**config.mk**
```make
export PLATFORM = sky130hd
export DESIGN_NAME = div_ctrl_flat
export DESIGN_NICKNAME = d
export VERILOG_FILES = /design/src/rtl/div_if.sv /design/src/rtl/div_ctrl.sv /design/src/flat_wrapper.sv
export SDC_FILE = /design/constraint.sdc
export NUM_CORES = 1
export LEC_CHECK = 0
export ABC_AREA = 1
export CORE_ASPECT_RATIO = 2
export CORE_MARGIN = 2
export CORE_UTILIZATION = 30
export DETAILED_ROUTE_END_ITERATION = 10
export GPL_TIMING_DRIVEN = 0
export MAX_ROUTING_LAYER = met4
export PLACE_DENSITY_LB_ADDON = 0.3
export RECOVER_POWER = 50
export SYNTH_ARGS = -nofsm -noshare
export SYNTH_HDL_FRONTEND = slang
export SYNTH_SLANG_ARGS = --single-unit
```
**constraint.sdc**
```tcl
create_clock -name clk -period 9.83 [get_ports clk]
set_clock_uncertainty 0.2 [all_clocks]
set_input_delay 1.4745 -clock clk [delete_from_list [all_inputs] [get_ports clk]]
set_output_delay 1.4745 -clock clk [all_outputs]
set_load 0.005 [all_outputs]
```
**src/rtl/div_if.sv**
```systemverilog
// Handshake and operand bundle between the EX stage and the divider sequencer.
interface div_if #(
    parameter int WIDTH = 32
);
    logic               start_i;
    logic               annul_i;
    logic               signed_div_i;
    logic [WIDTH-1:0]   opdata1_i;
    logic [WIDTH-1:0]   opdata2_i;
    logic [2*WIDTH-1:0] result_o;
    logic               ready_o;
    logic               stallreq_o;

    // EX stage side: issues the divide and consumes the result.
    modport master (
        output start_i, annul_i, signed_div_i, opdata1_i, opdata2_i,
        input  result_o, ready_o, stallreq_o
    );

    // Divider side.
    modport slave (
        input  start_i, annul_i, signed_div_i, opdata1_i, opdata2_i,
        output result_o, ready_o, stallreq_o
    );
endinterface

```
**src/rtl/div_ctrl.sv**
```systemverilog
// Multi-cycle radix-2 restoring divider sequencer for div/divu in EX.
// Result is {remainder, quotient}; the pipeline is stalled until it is ready.
module div_ctrl #(
    parameter int WIDTH = 32
) (
    input logic   clk,
    input logic   rst,
    div_if.slave  bus
);
    localparam int CNT_W = $clog2(WIDTH) + 1;

    typedef enum logic [1:0] {
        S_IDLE    = 2'd0,
        S_BY_ZERO = 2'd1,
        S_ON      = 2'd2,
        S_END     = 2'd3
    } state_t;

    state_t             r_state;
    state_t             w_state_next;
    logic [CNT_W-1:0]   r_cnt;
    logic [WIDTH-1:0]   r_rem;        // partial remainder (high half)
    logic [WIDTH-1:0]   r_quot;       // dividend shifting out / quotient shifting in
    logic [WIDTH-1:0]   r_divisor;    // divisor magnitude
    logic               r_sign1;      // dividend sign at start
    logic               r_sign2;      // divisor sign at start
    logic               r_signed;
    logic [2*WIDTH-1:0] r_result;
    logic               r_ready;

    logic [WIDTH-1:0]   w_mag1;
    logic [WIDTH-1:0]   w_mag2;
    logic [WIDTH:0]     w_shift_rem;
    logic [WIDTH:0]     w_trial;
    logic [WIDTH-1:0]   w_step_rem;
    logic [WIDTH-1:0]   w_step_quot;
    logic [WIDTH-1:0]   w_rem_fix;
    logic [WIDTH-1:0]   w_quot_fix;
    logic               w_last_iter;

    // Operand magnitudes: negative signed operands are two's-complement negated.
    assign w_mag1 = (bus.signed_div_i && bus.opdata1_i[WIDTH-1]) ? -bus.opdata1_i : bus.opdata1_i;
    assign w_mag2 = (bus.signed_div_i && bus.opdata2_i[WIDTH-1]) ? -bus.opdata2_i : bus.opdata2_i;

    // One restoring step: shift {rem,quot} left, trial-subtract the divisor.
    // The 33-bit difference always fits, so its top bit is the sign.
    assign w_shift_rem = {r_rem, r_quot[WIDTH-1]};
    assign w_trial     = w_shift_rem - {1'b0, r_divisor};
    assign w_step_rem  = w_trial[WIDTH] ? w_shift_rem[WIDTH-1:0] : w_trial[WIDTH-1:0];
    assign w_step_quot = {r_quot[WIDTH-2:0], ~w_trial[WIDTH]};
    assign w_last_iter = (r_cnt == CNT_W'(WIDTH - 1));

    // Sign correction of the final step; -2^31 / -1 wraps to 0x80000000 naturally.
    assign w_quot_fix = (r_signed && (r_sign1 ^ r_sign2)) ? -w_step_quot : w_step_quot;
    assign w_rem_fix  = (r_signed && r_sign1) ? -w_step_rem : w_step_rem;

    assign bus.result_o   = r_result;
    assign bus.ready_o    = r_ready;
    assign bus.stallreq_o = bus.start_i & ~bus.annul_i & (r_state != S_END);

    // State register.
    // NOTE: sequential state uses non-blocking assignments so every flop samples pre-edge values.
    always_ff @(posedge clk) begin
        if (rst) r_state <= S_IDLE;
        else     r_state <= w_state_next;
    end

    // Next-state logic.
    // NOTE: default assigned first so no path through this block infers a latch.
    always_comb begin
        w_state_next = r_state;
        unique case (r_state)
            S_IDLE: begin
                if (bus.start_i && !bus.annul_i)
                    w_state_next = (bus.opdata2_i == '0) ? S_BY_ZERO : S_ON;
            end
            S_BY_ZERO: w_state_next = bus.annul_i ? S_IDLE : S_END;
            S_ON: begin
                if (bus.annul_i)        w_state_next = S_IDLE;
                else if (w_last_iter)   w_state_next = S_END;
            end
            S_END: begin
                if (bus.annul_i || !bus.start_i) w_state_next = S_IDLE;
            end
            default: w_state_next = S_IDLE;
        endcase
    end

    // Datapath: operand capture, iteration, result load and clear.
    always_ff @(posedge clk) begin
        if (rst) begin
            r_cnt     <= '0;
            r_rem     <= '0;
            r_quot    <= '0;
            r_divisor <= '0;
            r_sign1   <= 1'b0;
            r_sign2   <= 1'b0;
            r_signed  <= 1'b0;
            r_result  <= '0;
            r_ready   <= 1'b0;
        end else begin
            unique case (r_state)
                S_IDLE: begin
                    r_result <= '0;
                    r_ready  <= 1'b0;
                    if (bus.start_i && !bus.annul_i) begin
                        r_cnt     <= '0;
                        r_rem     <= '0;
                        r_quot    <= w_mag1;
                        r_divisor <= w_mag2;
                        r_sign1   <= bus.opdata1_i[WIDTH-1];
                        r_sign2   <= bus.opdata2_i[WIDTH-1];
                        r_signed  <= bus.signed_div_i;
                    end
                end
                S_BY_ZERO: begin
                    r_result <= '0;
                    r_ready  <= !bus.annul_i;
                end
                S_ON: begin
                    if (bus.annul_i) begin
                        r_result <= '0;
                        r_ready  <= 1'b0;
                    end else begin
                        r_rem  <= w_step_rem;
                        r_quot <= w_step_quot;
                        r_cnt  <= r_cnt + 1'b1;
                        if (w_last_iter) begin
                            r_result <= {w_rem_fix, w_quot_fix};
                            r_ready  <= 1'b1;
                        end
                    end
                end
                S_END: begin
                    if (bus.annul_i || !bus.start_i) begin
                        r_result <= '0;
                        r_ready  <= 1'b0;
                    end
                end
                default: begin
                    r_result <= '0;
                    r_ready  <= 1'b0;
                end
            endcase
        end
    end
endmodule

```
**src/flat_wrapper.sv**
```systemverilog
// flat-port wrapper written by rule: the top's interface ports become plain ports
module div_ctrl_flat 
#(
    parameter int WIDTH = 32
)
  (clk, rst, bus_start_i, bus_annul_i, bus_signed_div_i, bus_opdata1_i, bus_opdata2_i, bus_result_o, bus_ready_o, bus_stallreq_o);
  div_if #(.WIDTH(WIDTH)) bus_i ();
  input logic clk;
  input logic rst;
  input wire logic [$bits(bus_i.start_i)-1:0] bus_start_i;
  input wire logic [$bits(bus_i.annul_i)-1:0] bus_annul_i;
  input wire logic [$bits(bus_i.signed_div_i)-1:0] bus_signed_div_i;
  input wire logic [$bits(bus_i.opdata1_i)-1:0] bus_opdata1_i;
  input wire logic [$bits(bus_i.opdata2_i)-1:0] bus_opdata2_i;
  output wire logic [$bits(bus_i.result_o)-1:0] bus_result_o;
  output wire logic [$bits(bus_i.ready_o)-1:0] bus_ready_o;
  output wire logic [$bits(bus_i.stallreq_o)-1:0] bus_stallreq_o;
  assign bus_i.start_i = bus_start_i;
  assign bus_i.annul_i = bus_annul_i;
  assign bus_i.signed_div_i = bus_signed_div_i;
  assign bus_i.opdata1_i = bus_opdata1_i;
  assign bus_i.opdata2_i = bus_opdata2_i;
  assign bus_result_o = bus_i.result_o;
  assign bus_ready_o = bus_i.ready_o;
  assign bus_stallreq_o = bus_i.stallreq_o;
  div_ctrl #(.WIDTH(WIDTH)) u_core (.clk(clk), .rst(rst), .bus(bus_i));
endmodule
```
# Word level (Yosys, flattened, before mapping)
# Cells that the tools add are included.
# classes
addsub	6
eq_ne	9
n_mux	29
n_bitwise	5
n_reduce_logical	16
# ops
operator	n
2-to-1 mux 32 bit	9
2-to-1 mux 64 bit	3
one-hot mux 64 bit (3 select lines)	1
negator 32 bit	4
one-hot mux 32 bit (2 select lines)	2
subtractor 33 x 32 -> 33 bit	1
logical NOT 32 bit	1
2-to-1 mux 2 bit	6
2-to-1 mux 6 bit	2
one-hot mux 6 bit (2 select lines)	1
one-hot mux 2 bit (4 select lines)	1
adder 6 x 1 -> 6 bit (second input constant)	1
equality test 6 x 5 -> 1 bit (second input constant)	1
AND reduction 3 bit	2
logical AND 1 bit	5
equality test 2 bit (second input constant)	2
inequality test 2 x 1 -> 1 bit (second input constant)	2
inequality test 2 bit (second input constant)	2
one-hot mux 1 bit (4 select lines)	1
AND reduction 2 bit	2
2-to-1 mux 1 bit	3
inequality test 3 x 2 -> 1 bit (second input constant)	1
AND 1 bit	2
equality test 2 x 1 -> 1 bit (second input constant)	1
7 further kinds	9
# word_totals
register_bits	172
input_bits	69
out_inout_bits	66
word_cells	75

# Logic depth before layout (Yosys ltp)
# Gate-level depths: netlist of the first run.
# logic_depth
depth_word	7
depth_mapped	31
ltp_nobuf	30

# Least setup slack after synthesis of the first run
# OpenSTA, ideal clock, no wires.
# synth_path
path_type	register to register
startpoint	reg u_core.r_quot[31]
endpoint	reg u_core.r_result[30] (netlist: u_core.bus.result_o[30])
setup_time_ns	0.070
arrival_time_ns	3.833
required_ns	9.560
setup_slack_ns	5.727
stages_incl_launch_ff	30
path_buffers	1
path_cell_list	dfxtp_1 inv_1 ha_1 inv_1 fa_1 nand2_1 nand2_1 nand3_1 nand2_1 nand2_1 nand2_2 nand2_4 nand3_4 nand2_8 buf_4 ha_1 nand3_1 nor3_1 nand3_1 nor3_1 inv_1 nor2_1 nand4_1 nor2_1 nand2_1 o21ai_0 nand2_1 a21oi_1 o21ai_0 a21oi_1
# synth_via
elab_chain_cells	7
# synth_rtl
element	line	source
start: declaration	div_ctrl.sv:23	logic [WIDTH-1:0] r_quot;
start signal: assignment	div_ctrl.sv:109	r_quot <= w_mag1;
start signal: assignment	div_ctrl.sv:126	r_quot <= w_step_quot;
subtractor 33 x 32 -> 33 bit	div_ctrl.sv:48	assign w_trial = w_shift_rem - {1'b0, r_divisor};
NOT 1 bit	div_ctrl.sv:50	assign w_step_quot = {r_quot[WIDTH-2:0], ~w_trial[WIDTH]};
negator 32 bit	div_ctrl.sv:54	assign w_quot_fix = (r_signed && (r_sign1 ^ r_sign2)) ? -w_step_quot : w_step_quot;
2-to-1 mux 32 bit	div_ctrl.sv:54	
2-to-1 mux 64 bit	div_ctrl.sv:128	if (w_last_iter) begin
2-to-1 mux 64 bit	div_ctrl.sv:121	if (bus.annul_i) begin
one-hot mux 64 bit (3 select lines)	div_ctrl.sv:102	unique case (r_state)
end signal: assignment	div_ctrl.sv:129	r_result <= {w_rem_fix, w_quot_fix};
end: declaration	div_ctrl.sv:28	logic [2*WIDTH-1:0] r_result;
# No other way between the ends. The select of a mux whose other input is x is not followed.
# A chain may end at the register's enable or synchronous reset.

# Worst setup path in the final report of the first run
# layout_path
startpoint	reg u_core.r_divisor[27]
endpoint	reg u_core.r_result[30] (netlist: u_core.bus.result_o[30])
# layout_via
elab_chain_cells	7
# layout_rtl
element	line	source
start: declaration	div_ctrl.sv:24	logic [WIDTH-1:0] r_divisor;
start signal: assignment	div_ctrl.sv:110	r_divisor <= w_mag2;
subtractor 33 x 32 -> 33 bit	div_ctrl.sv:48	
NOT 1 bit	div_ctrl.sv:50	
negator 32 bit	div_ctrl.sv:54	
2-to-1 mux 32 bit	div_ctrl.sv:54	
2-to-1 mux 64 bit	div_ctrl.sv:128	
2-to-1 mux 64 bit	div_ctrl.sv:121	
one-hot mux 64 bit (3 select lines)	div_ctrl.sv:102	
# No other way between the ends. The select of a mux whose other input is x is not followed.

==> results by group, run 1 <==
Clock network
  • Worst-path clk slew: ~0.070 ns
  • H-tree level count: 4
  • Skew-Pair Late Insertion Delay: 0.47 ns
  • Total CTS buffers: 17
  • Longest Clk Path Bufs: 2
  • Post-cts sizing count: 0
  • Clk Tree Root Cell: clkbuf_16
  • # Post-CTS Setup Buffers: 0
  • Clock tree from TritonCTS: built
  • Clock sinks: approximately 170
  • Hold-fix buffers, CTS: 0

Global route
  • Vias in the first global route: around 14000
  • Pin count of the biggest net entering global routing: 19
  • Initial antenna violation count: 1
  • Total track usage: around a quarter
  • Gr ovfl total: 0
  • First-pass GRT wire length: 76020 um

Timing
  • Clock period minus worst slack: 6.674 ns
  • Slew margin rel.: approximately 45%
  • Slew Limit Fails: 0
  • Final worst setup slack: 3.156 ns
  • Hold Vio Cnt, Final: 0
  • Fmax achieved: 149.8 MHz
  • Final setup vio count: 0
  • WHS: about 0.27 ns
  • Final period utilization: 67.90%
  • RSZ-0062 raised after global routing: no
  • Final setup TNS: 0 ns
  • Worst-margin pin slew: 0.8280 ns

Synthesis
  • Synth Flop Type: dfxtp_1
  • Post-Syn Area per Cell: 6.081 um2
  • Async SR Flop Fraction: 0%
  • Synth Instances: roughly 2100
  • Mapped Nets: 2203
  • Yosys cell types: 48
  • Mapped Area: 12720 um2
  • Register bit count reported by yosys: 172
  • Synth Warn #: 0
  • EDFF count, synth: 0
  • Top cells by area, synth: dfxtp_1, nand2_1, a21oi_1
  • Top cells by count, synth: nand2_1, inv_1, a21oi_1
  • Most common cell in the netlist: nand2_1
  • Yosys top cell area share: between 20% and 30%
  • Synth area leader: dfxtp_1
  • Post-synthesis sequential area ratio: 27.08%

Setup path
  • Worst Path Arrival: 6.88 ns
  • Critical path capture point type: register
  • Type of origin of the critical path: register
  • Crit Path Class: reg -> reg
  • Worst Path Required: 10.03 ns
  • CP Max Fanout: 10

Die
  • Io pins: 135
  • CORE AREA: ~42000 um2
  • Die Footprint: around 44000 um2
  • Die height: 295.2 um
  • Initial Util: 30.44%
  • Chip width: 149.6 um
  • # rows: roughly 110

Placed design
  • Pre-CTS setup slack: 4.218 ns
  • Post-DP HPWL: 43190 um
  • GPL Wtd Cong: between 0.9 and 1
  • Port Buffers: 133

Final layout
  • Layout cells sized above 1: ~4.6%
  • N_diodes: 0
  • Layout Nets: 2355
  • Layout area overhead: 19.71%
  • Final design utilization: 36.44%

Route
  • Wire per inst: approximately 18 um
  • Router iterations before antenna repair: 8
  • Via Count: 13780
  • Remaining DRCs: 0
  • Final WL: 50870 um
  • Antenna-violating nets left: 0
  • Initial DRC count: between 600 and 700
  • Vias per cell: ~5

Status
  • Status: complete, no violations

Power
  • Pleak: between 0.007 and 0.008 uW
  • Tot Pwr: 2925 uW
  • PwrDens: 192.1 nW/um2
  • Worst IR drop on VDD: between 150 and 200 uV

Hold path
  • Hold crit path type: reg -> reg

Run
  • Max Cap Viol: 0
-- power by group --
group	total, uW	switching [uW]	internal (uW)	leakage [uW]
logic	1410	1010	404	0.00544
registers	836	69.3	767	0.00139
clock network	678	340	337	0.000278
-- kinds of logic (layout without fill, tap and decap cells) --
| kind of cell | count (synthesis) | in the layout | share of synthesized area, % |
|---|---|---|---|
| AOI/OAI and AO/OA | 416 | 416 | 17.81 |
| xor gates and xnor gates | 68 | 68 | 4.684 |
| adders and majority gates | 43 | 43 | 4.290 |
| buffers and inverters | 351 | 516 | 10.86 |
| DFF | 172 | 172 | 27.08 |
| and+or+nand+nor | 1041 | 1041 | 35.28 |
-- registers in the layout (all words and copies together), names as in the netlist --
| name | cells |
|---|---|
| u_core.r_quot | 32 |
| u_core.bus.result_o | 64 |
| u_core.r_state | 2 |
| u_core.r_divisor | 32 |
| u_core.r_rem | 32 |
| u_core.bus.ready_o | 1 |
| u_core.r_signed | 1 |
| u_core.r_sign2 | 1 |
| u_core.r_sign1 | 1 |
| u_core.r_cnt | 6 |
-- area by class of cell --
type | count | area (um2)
plain buffers | 76 | 332.8
clock buffers | 17 | 425.4
clock inverters | 15 | 153.9
fillers | 4636 | 26560
inverters | 275 | 1032
multi-input cells | 1568 | 7828
flip-flops and latches | 172 | 3443
well taps | 540 | 675.6
repair buffers | 133 | 1331
-- cell usage in the layout (no fill, tap or decap), drive strengths merged --
cell type / count
nand2: 663
inv: 278
a21oi: 236
dfxtp: 172
nor2: 170
nand3: 125
o21ai: 124
clkbuf: 80
dlygate4sd3: 68
clkdlybuf4s50: 65
xor2: 44
ha: 42
o211ai: 32
nor3: 32
xnor2: 24
nand4: 19
buf: 13
or2: 10
clkinv: 10
o21bai: 9
nor4: 8
nand3b: 8
o31ai: 5
a31oi: 4
and2: 4
a21o: 2
a211oi: 2
clkinvlp: 2
and3: 1
nor3b: 1
o41ai: 1
o221ai: 1
fa: 1
-- path summary, 6_finish.rpt --
check	start	to	slack [ns]	cells after the start
worst max-delay path	u_core.r_divisor[27]$_SDFFE_PP0P_	u_core.bus.result_o[30]$_SDFFE_PP0P_	3.16	25
worst min-delay path	u_core.bus.result_o[8]$_SDFFE_PP0P_	u_core.bus.result_o[8]$_SDFFE_PP0P_	0.27	2
worst max register to register	u_core.r_divisor[27]$_SDFFE_PP0P_	u_core.bus.result_o[30]$_SDFFE_PP0P_	3.16	25
worst min register to register	u_core.bus.result_o[8]$_SDFFE_PP0P_	u_core.bus.result_o[8]$_SDFFE_PP0P_	0.27	2
-- through the flow --
step	std cells	cell area, um2
2_1_floorplan	2091	12720
3_3_place_gp	2764	14720
3_5_place_dp	2764	14720
4_1_cts	2796	15300
5_1_grt	2796	15220
6_report	2796	15220
-- routing by layer --
| layer | GRT usage, % | vias to the layer above | part of all wire [%] |
|---|---|---|---|
| li1 | - | 7049 | - |
| met1 | 19.13 | 6234 | 32 |
| met2 | 47.67 | 357 | 57 |
| met3 | 2.253 | 140 | 2.3 |
| met4 | 18.23 | 0 | 8.7 |
| met5 | - | - | 0 |
-- critical path, stage by stage (launching register included) --
cell and delay, ns:
dfxtp_1 0.34, inv_1 0.17, ha_1 0.42, a21oi_1 0.31, nand2_1 0.09, nand2_1 0.06, nand2_1 0.08, a21oi_1 0.58
nand3_1 0.39, nand2_1 0.43, clkbuf_1 0.46, ha_1 0.27, nand3_1 0.10, nor3_1 0.27, nand3_1 0.16, nor3_1 0.48
inv_1 0.19, nor2_1 0.22, nand4_1 0.21, nor2_1 0.22, nand2_1 0.12, o21ai_0 0.29, nand2_1 0.13, a21oi_1 0.14
o21ai_0 0.12, a21oi_1 0.12
Power figures use the tool's default switching activity.
==> run 2, diff against run 1 <==
==> constraint.sdc (replaced) <==
create_clock -name clk -period 5.89 [get_ports clk]
set_clock_uncertainty 0.2 [all_clocks]
set_input_delay 0.8835 -clock clk [delete_from_list [all_inputs] [get_ports clk]]
set_output_delay 0.8835 -clock clk [all_outputs]
set_load 0.005 [all_outputs]
==> run 2 against run 1 <==
Net effect:
- wire length down 0.16%
- power up 68%
- non-clock buffer count unchanged
- sequential share of layout area down 0.091 points
- design area up 0.40%
- worst hold slack about the same
- flip-flop and latch count unchanged
- sequential power up 67%
- fmax up 22%
- cell count about the same
- core utilization up 0.15 points
- first-iteration DRC count down 4.6%
==> results by group, run 2 (synthesis gave the netlist of run 1 again) <==
Route
  • Final WL: 50790 um (was 50870 um)
  • Antenna-violating nets left: 0 (unchanged)
  • Remaining DRCs: 0 (unchanged)
  • Vias per cell: 4.922 (was 4.928)
  • Router iterations before antenna repair: 6 (was 8)
  • Via Count: 13770 (was 13780)
  • Initial DRC count: 617 (was 647)
  • Wire per inst: 18.15 um (was 18.19 um)

Power
  • Sw Share: 48.47% (was 48.45%)
  • Seq pwr share: 28.5% (was 28.6%)
  • PwrDens: 321.0 nW/um2 (was 192.1 nW/um2)
  • Clock power share: 23.1% (was 23.2%)
  • Logic pwr share: 48.5% (was 48.2%)
  • Worst IR drop on VDD: 258.8 uV (was 154.5 uV)
  • Net Sw Power: 2378 uW (was 1417 uW)
  • Internal power: 2528 uW (was 1508 uW)
  • Pleak: 0.007150 uW (was 0.007113 uW)

Setup path
  • CP Max Fanout: 10 (unchanged)
  • Type of origin of the critical path: register (unchanged)
  • Critical path capture point type: register (unchanged)
  • Worst Path Required: 6.09 ns (was 10.03 ns)
  • Crit Path Class: reg -> reg (unchanged)
  • Worst Path Arrival: 5.66 ns (was 6.88 ns)

Clock network
  • Worst-path clk slew: 0.07 ns (about the same)
  • Clock sinks: 172 (unchanged)
  • H-tree level count: 4 (unchanged)
  • Total CTS buffers: 17 (unchanged)
  • Skew-Pair Late Insertion Delay: 0.47 ns (about the same)
  • Hold-fix buffers, CTS: 0 (unchanged)
  • Longest Clk Path Bufs: 2 (unchanged)
  • Clock tree from TritonCTS: built (unchanged)
  • Clk Tree Root Cell: clkbuf_16 (unchanged)

Global route
  • Pin count of the biggest net entering global routing: 19 (unchanged)
  • First-pass GRT wire length: 76020 um (unchanged)
  • Total track usage: 23.81% (unchanged)
  • Gr ovfl total: 0 (unchanged)
  • Vias in the first global route: 13910 (unchanged)
  • Initial antenna violation count: 1 (unchanged)

Final layout
  • Layout area overhead: 20.19% (was 19.71%)
  • Max reg flops: 64 (unchanged)
  • Commonest non-fill, non-tap cells in the layout: nand2_1, inv_1, a21oi_1 (unchanged)
  • Post-route cell area: 15280 um2 (was 15220 um2)
  • Finished Layout Cells: 2798 (was 2796)
  • Layout cells sized above 1: 5.009% (was 4.610%)
  • Leading cell type in the layout, fill and taps excluded: nand2_1 (unchanged)
  • Register area: 3443 um2 (unchanged)
  • Multi-input logic area: 7868 um2 (was 7828 um2)
  • Layout Nets: 2355 (unchanged)
  • Fillers: 4625 (was 4636)

Die
  • Chip width: 149.6 um (unchanged)
  • CORE AREA: 41780 um2 (unchanged)
  • # rows: 106 (unchanged)
  • Die Footprint: 44150 um2 (unchanged)
  • Initial Util: 30.44% (unchanged)
  • Die height: 295.2 um (unchanged)
  • Io pins: 135 (unchanged)

Placed design
  • Port Buffers: 133 (unchanged)
  • GPL Wtd Cong: 0.9567 (unchanged)
  • Placed cells: 2764 (unchanged)
  • Post-DP Area: 14720 um2 (unchanged)
  • Post-DP HPWL: 43190 um (unchanged)

Timing
  • Slew Limit Fails: 0 (unchanged)
  • Final setup vio count: 0 (unchanged)
  • Hold Vio Cnt, Final: 0 (unchanged)
  • Fmax achieved: 183.3 MHz (was 149.8 MHz)
  • Clock period minus worst slack: 5.457 ns (was 6.674 ns)
  • Slew margin rel.: 43.44% (was 44.80%)
  • Final setup TNS: 0 ns (unchanged)
  • Worst-margin pin slew: 0.8483 ns (was 0.8280 ns)
  • RSZ-0062 raised after global routing: no (unchanged)
  • Final period utilization: 92.65% (was 67.90%)

Hold path
  • Hold crit path type: reg -> reg (unchanged)

Status
  • Status: complete, no violations (unchanged)

Run
  • Max Cap Viol: 0 (unchanged)
[run 2: worst paths after layout]
check / slack (ns) / from / end / depth (start not counted)
hold / removal: 0.27 / u_core.bus.result_o[8]$_SDFFE_PP0P_ / u_core.bus.result_o[8]$_SDFFE_PP0P_ / 2
setup reg to reg: 0.43 / u_core.r_divisor[24]$_SDFFE_PP0P_ / u_core.bus.result_o[30]$_SDFFE_PP0P_ / 27
hold reg to reg: 0.27 / u_core.bus.result_o[8]$_SDFFE_PP0P_ / u_core.bus.result_o[8]$_SDFFE_PP0P_ / 2
setup / recovery: 0.43 / u_core.r_divisor[24]$_SDFFE_PP0P_ / u_core.bus.result_o[30]$_SDFFE_PP0P_ / 27
[run 2: cell type report]
cell class                      count  area share [%]
Antenna cell                        2         0.03275
Multi-Input combinational cell   1568           51.48
Inverter                          275           6.754
Clock buffer                       17           2.783
Clock inverter                     15           1.007
Tap cell                          540           4.421
Sequential cell                   172           22.53
Timing Repair Buffer              133           8.711
Buffer                             76           2.284
[run 2: power by group through the flow]
stage / clock network [uW] / logic, uW / registers [uW]
final: 1130 / 2380 / 1400
after global routing: 1190 / 2600 / 1410
after CTS: 1150 / 2370 / 1390
after detailed placement: 0 / 2350 / 1420
after global placement: 0 / 2340 / 1420
after floorplan: 0 / 1570 / 1380
[run 2: per-stage QoR]
step / power, uW / util, % / hold slack, ns / worst slack, ns
2_1_floorplan: 2953 / - / 0.2453 / 1.787
3_3_place_gp: 3756 / 35.24 / 0.2570 / 0.3123
3_5_place_dp: 3773 / 35.24 / 0.2600 / 0.2785
4_1_cts: 4908 / 36.63 / 0.2712 / 0.2407
5_1_grt: 5197 / 36.57 / 0.2839 / 0.1586
6_report: 4905 / 36.58 / 0.2659 / 0.4330
[run 2: worst max-delay path: stages, from the launching register on]
cell and delay, ns:
dfxtp_1 0.31, inv_1 0.16, ha_1 0.43, nand2_1 0.17, nor2_2 0.15, inv_2 0.07, nor3_4 0.28, and2_4 0.24
nand2_4 0.07, nand2_4 0.09, nand2_4 0.09, nand2_8 0.12, buf_4 0.20, ha_1 0.19, nand3_1 0.10, nor3_1 0.28
nand3_1 0.18, nor3_2 0.32, inv_1 0.16, nor2_1 0.21, nand4_1 0.21, nor2_1 0.22, nand2_1 0.12, o21ai_0 0.29
nand2_1 0.13, a21oi_1 0.14, o21ai_0 0.12, a21oi_1 0.12
[run 2: what timing repair did]
item / 4_1_cts / 5_1_grt
buffers inserted: 0 / 0
setup endpoints to repair: 0 / 1
resized for setup: 0 / 1
[run 2: metal layers]
metal  global-route usage, %  up-vias  part of all wire (%)
met5                       -        -                     0
met4                   18.23        0                   8.6
met3                   2.253      133                   2.6
met2                   47.67      359                    57
met1                   19.13     6235                    32
li1                        -     7046                     -
==> run 3, diff against run 2 <==
--- a/config.mk
+++ b/config.mk
@@ -9,11 +9,13 @@
 export CORE_ASPECT_RATIO = 2
 export CORE_MARGIN = 2
 export CORE_UTILIZATION = 30
+export CTS_CLUSTER_DIAMETER = 80
 export DETAILED_ROUTE_END_ITERATION = 10
 export GPL_TIMING_DRIVEN = 0
 export MAX_ROUTING_LAYER = met4
 export PLACE_DENSITY_LB_ADDON = 0.3
 export RECOVER_POWER = 50
+export SETUP_SLACK_MARGIN = 0.15
 export SYNTH_ARGS = -nofsm -noshare
 export SYNTH_HDL_FRONTEND = slang
 export SYNTH_SLANG_ARGS = --single-unit
==> run 3 against run 2 <==
Net effect:
- wire length is essentially flat
- flip-flop and latch count is the same
- clock-buffer cell count is the same
- sequential share of layout area is essentially flat
- design area is essentially flat
- clock power is essentially flat
- worst setup slack gained 0.095 ns
- fmax grew 1.8%
- first-iteration DRC count grew 1.3%
- non-clock buffer count is the same
- critical path type unchanged
- largest cell class unchanged
- highest routed layer unchanged
==> results by group, run 3 (synthesis gave the netlist of run 1 again) <==
Route
  • Antenna-violating nets left: 0 (unchanged)
  • Router iterations before antenna repair: 8 (was 6)
  • Via Count: 13830 (was 13770)
  • Initial DRC count: 625 (was 617)
  • Remaining DRCs: 0 (unchanged)
  • Final WL: 50760 um (was 50790 um)
  • Wire per inst: 18.14 um (was 18.15 um)
  • Vias per cell: 4.943 (was 4.922)

Hold path
  • Hold Path Sink: u_core.bus.result_o[8]$_SDFFE_PP0P_ (unchanged)
  • Worst hold path cell count: 2 (unchanged)
  • Hold path start: u_core.bus.result_o[8]$_SDFFE_PP0P_ (unchanged)
  • Hold crit path type: reg -> reg (unchanged)

Setup path
  • CP max stage delay: 0.43 ns (about the same)
  • R2r setup slk: 0.53 ns (was 0.43 ns)
  • Critical path capture point type: register (unchanged)
  • Worst Path Required: 6.09 ns (about the same)
  • Largest delay share family, worst path: simple AND/OR/NAND/NOR gates (unchanged)
  • RR Endpoint: u_core.bus.result_o[30]$_SDFFE_PP0P_ (unchanged)
  • Type of origin of the critical path: register (unchanged)
  • CP Max Fanout: 10 (unchanged)
  • Reg2reg path depth: 27 (unchanged)
  • R2R Path Start: u_core.r_divisor[24]$_SDFFE_PP0P_ (unchanged)
  • Critical path buffers and inverters: 4 (unchanged)
  • Crit Path Class: reg -> reg (unchanged)
  • Worst Path Arrival: 5.56 ns (was 5.66 ns)
  • Critical-path top delay cell: ha_1 (unchanged)

Die
  • Die Footprint: 44150 um2 (unchanged)
  • CORE AREA: 41780 um2 (unchanged)
  • Io pins: 135 (unchanged)
  • # rows: 106 (unchanged)
  • Initial Util: 30.44% (unchanged)
  • Die height: 295.2 um (unchanged)
  • Chip width: 149.6 um (unchanged)

Global route
  • Initial antenna violation count: 1 (unchanged)
  • Vias in the first global route: 13910 (unchanged)
  • Total track usage: 23.81% (unchanged)
  • Gr ovfl total: 0 (unchanged)
  • First-pass GRT wire length: 76020 um (unchanged)
  • Pin count of the biggest net entering global routing: 19 (unchanged)

Status
  • Status: complete, no violations (unchanged)

Final layout
  • Commonest non-fill, non-tap cells in the layout: nand2_1, inv_1, a21oi_1 (unchanged)
  • Layout Nets: 2355 (unchanged)
  • Max reg flops: 64 (unchanged)
  • Fillers: 4625 (unchanged)
  • Post-route cell area: 15290 um2 (was 15280 um2)
  • Layout area overhead: 20.23% (was 20.19%)
  • Final design utilization: 36.59% (was 36.58%)
  • Leading cell type in the layout, fill and taps excluded: nand2_1 (unchanged)
  • Finished Layout Cells: 2798 (unchanged)
  • Layout cells sized above 1: 5.053% (was 5.009%)

Clock network
  • H-tree level count: 4 (unchanged)
  • Worst-path clk slew: 0.07 ns (about the same)
  • # Post-CTS Setup Buffers: 0 (unchanged)
  • Longest Clk Path Bufs: 2 (unchanged)
  • Clk Tree Root Cell: clkbuf_16 (unchanged)
  • Clock sinks: 172 (unchanged)
  • Skew-Pair Late Insertion Delay: 0.47 ns (about the same)
  • Total CTS buffers: 17 (unchanged)
  • Post-cts sizing count: 0 (unchanged)
  • Hold-fix buffers, CTS: 0 (unchanged)
  • Clock tree from TritonCTS: built (unchanged)

Timing
  • Hold Vio Cnt, Final: 0 (unchanged)
  • Clock period minus worst slack: 5.362 ns (was 5.457 ns)
  • Slew margin rel.: 43.34% (was 43.44%)
  • Fmax achieved: 186.5 MHz (was 183.3 MHz)
  • Worst-margin pin slew: 0.8499 ns (was 0.8483 ns)
  • RSZ-0062 raised after global routing: no (unchanged)
  • Final setup vio count: 0 (unchanged)
  • Final worst setup slack: 0.5277 ns (was 0.4330 ns)
  • Final period utilization: 91.04% (was 92.65%)
  • Final setup TNS: 0 ns (unchanged)
  • Slew Limit Fails: 0 (unchanged)

Placed design
  • Pre-CTS setup slack: 0.2785 ns (unchanged)
  • Post-DP Area: 14720 um2 (unchanged)
  • GPL Wtd Cong: 0.9567 (unchanged)
  • Placed cells: 2764 (unchanged)
  • Port Buffers: 133 (unchanged)
  • Post-DP HPWL: 43190 um (unchanged)

Run
  • Max Cap Viol: 0 (unchanged)

Power
  • PwrDens: 320.4 nW/um2 (was 321.0 nW/um2)
  • Pleak: 0.007152 uW (was 0.007150 uW)
  • Worst IR drop on VDD: 253.9 uV (was 258.8 uV)
==> run 3: cell counts in the layout (fill, tap and decap cells not counted) <==
Identical to the previous run, type by type.
==> run 3: layout make-up <==
type                            count  area [um2]  area share, %
Sequential cell                   172        3443          22.52
Antenna cell                        2       5.005        0.03274
Multi-Input combinational cell   1568        7873          51.49
Inverter                          275        1032          6.752
Buffer                             76       349.1          2.283
Timing Repair Buffer              133        1331          8.708
Clock inverter                     15       153.9          1.007
Clock buffer                       17       425.4          2.783
Tap cell                          540       675.6          4.419
==> run 3: worst register-to-register path, delay by kind of cell, from the launching register on <==
| kind | cells | cell delay [ns] |
|---|---|---|
| adder cells (fa/ha/maj) | 2 | 0.63 |
| buffers and inverters | 4 | 0.58 |
| AO/OA/AOI/OAI | 4 | 0.67 |
| AND/OR/NAND/NOR | 17 | 2.89 |
| flip-flops | 1 | 0.31 |
==> run 3: how the worst max path moves through the flow <==
stage                                           start  slack [ns]  cells past startpoint                              endpoint
detailed placement  u_core.r_divisor[24]$_SDFFE_PP0P_        0.28                     27  u_core.bus.result_o[30]$_SDFFE_PP0P_
finish              u_core.r_divisor[24]$_SDFFE_PP0P_        0.53                     27  u_core.bus.result_o[30]$_SDFFE_PP0P_
CTS                 u_core.r_divisor[24]$_SDFFE_PP0P_        0.24                     27  u_core.bus.result_o[30]$_SDFFE_PP0P_
global route        u_core.r_divisor[27]$_SDFFE_PP0P_        0.25                     25  u_core.bus.result_o[30]$_SDFFE_PP0P_
floorplan              u_core.r_quot[31]$_SDFFE_PP0P_        1.79                     29  u_core.bus.result_o[30]$_SDFFE_PP0P_
global placement    u_core.r_divisor[25]$_SDFFE_PP0P_        0.31                     27  u_core.bus.result_o[30]$_SDFFE_PP0P_
==> run 3: layer usage <==
metal	vias to the layer above	share of wire [%]	GRT usage, %
li1	7049	-	-
met1	6278	32	19.13
met2	364	57	47.67
met3	139	2.6	2.253
met4	0	8.8	18.23
met5	-	0	-
==> run 3: stage by stage <==
step / hold slack (ns) / power [uW]
after CTS: 0.2712 / 4908
after detailed placement: 0.2600 / 3773
final: 0.2652 / 4898
after global routing: 0.2839 / 5201
after global placement: 0.2570 / 3756
after floorplan: 0.2453 / 2953
==> run 3: where the power goes <==
group | switching, uW | total [uW] | internal [uW]
logic | 1690 | 2380 | 686
clock network | 562 | 1130 | 563
registers | 118 | 1400 | 1280
total | 2370 | 4900 | 2530
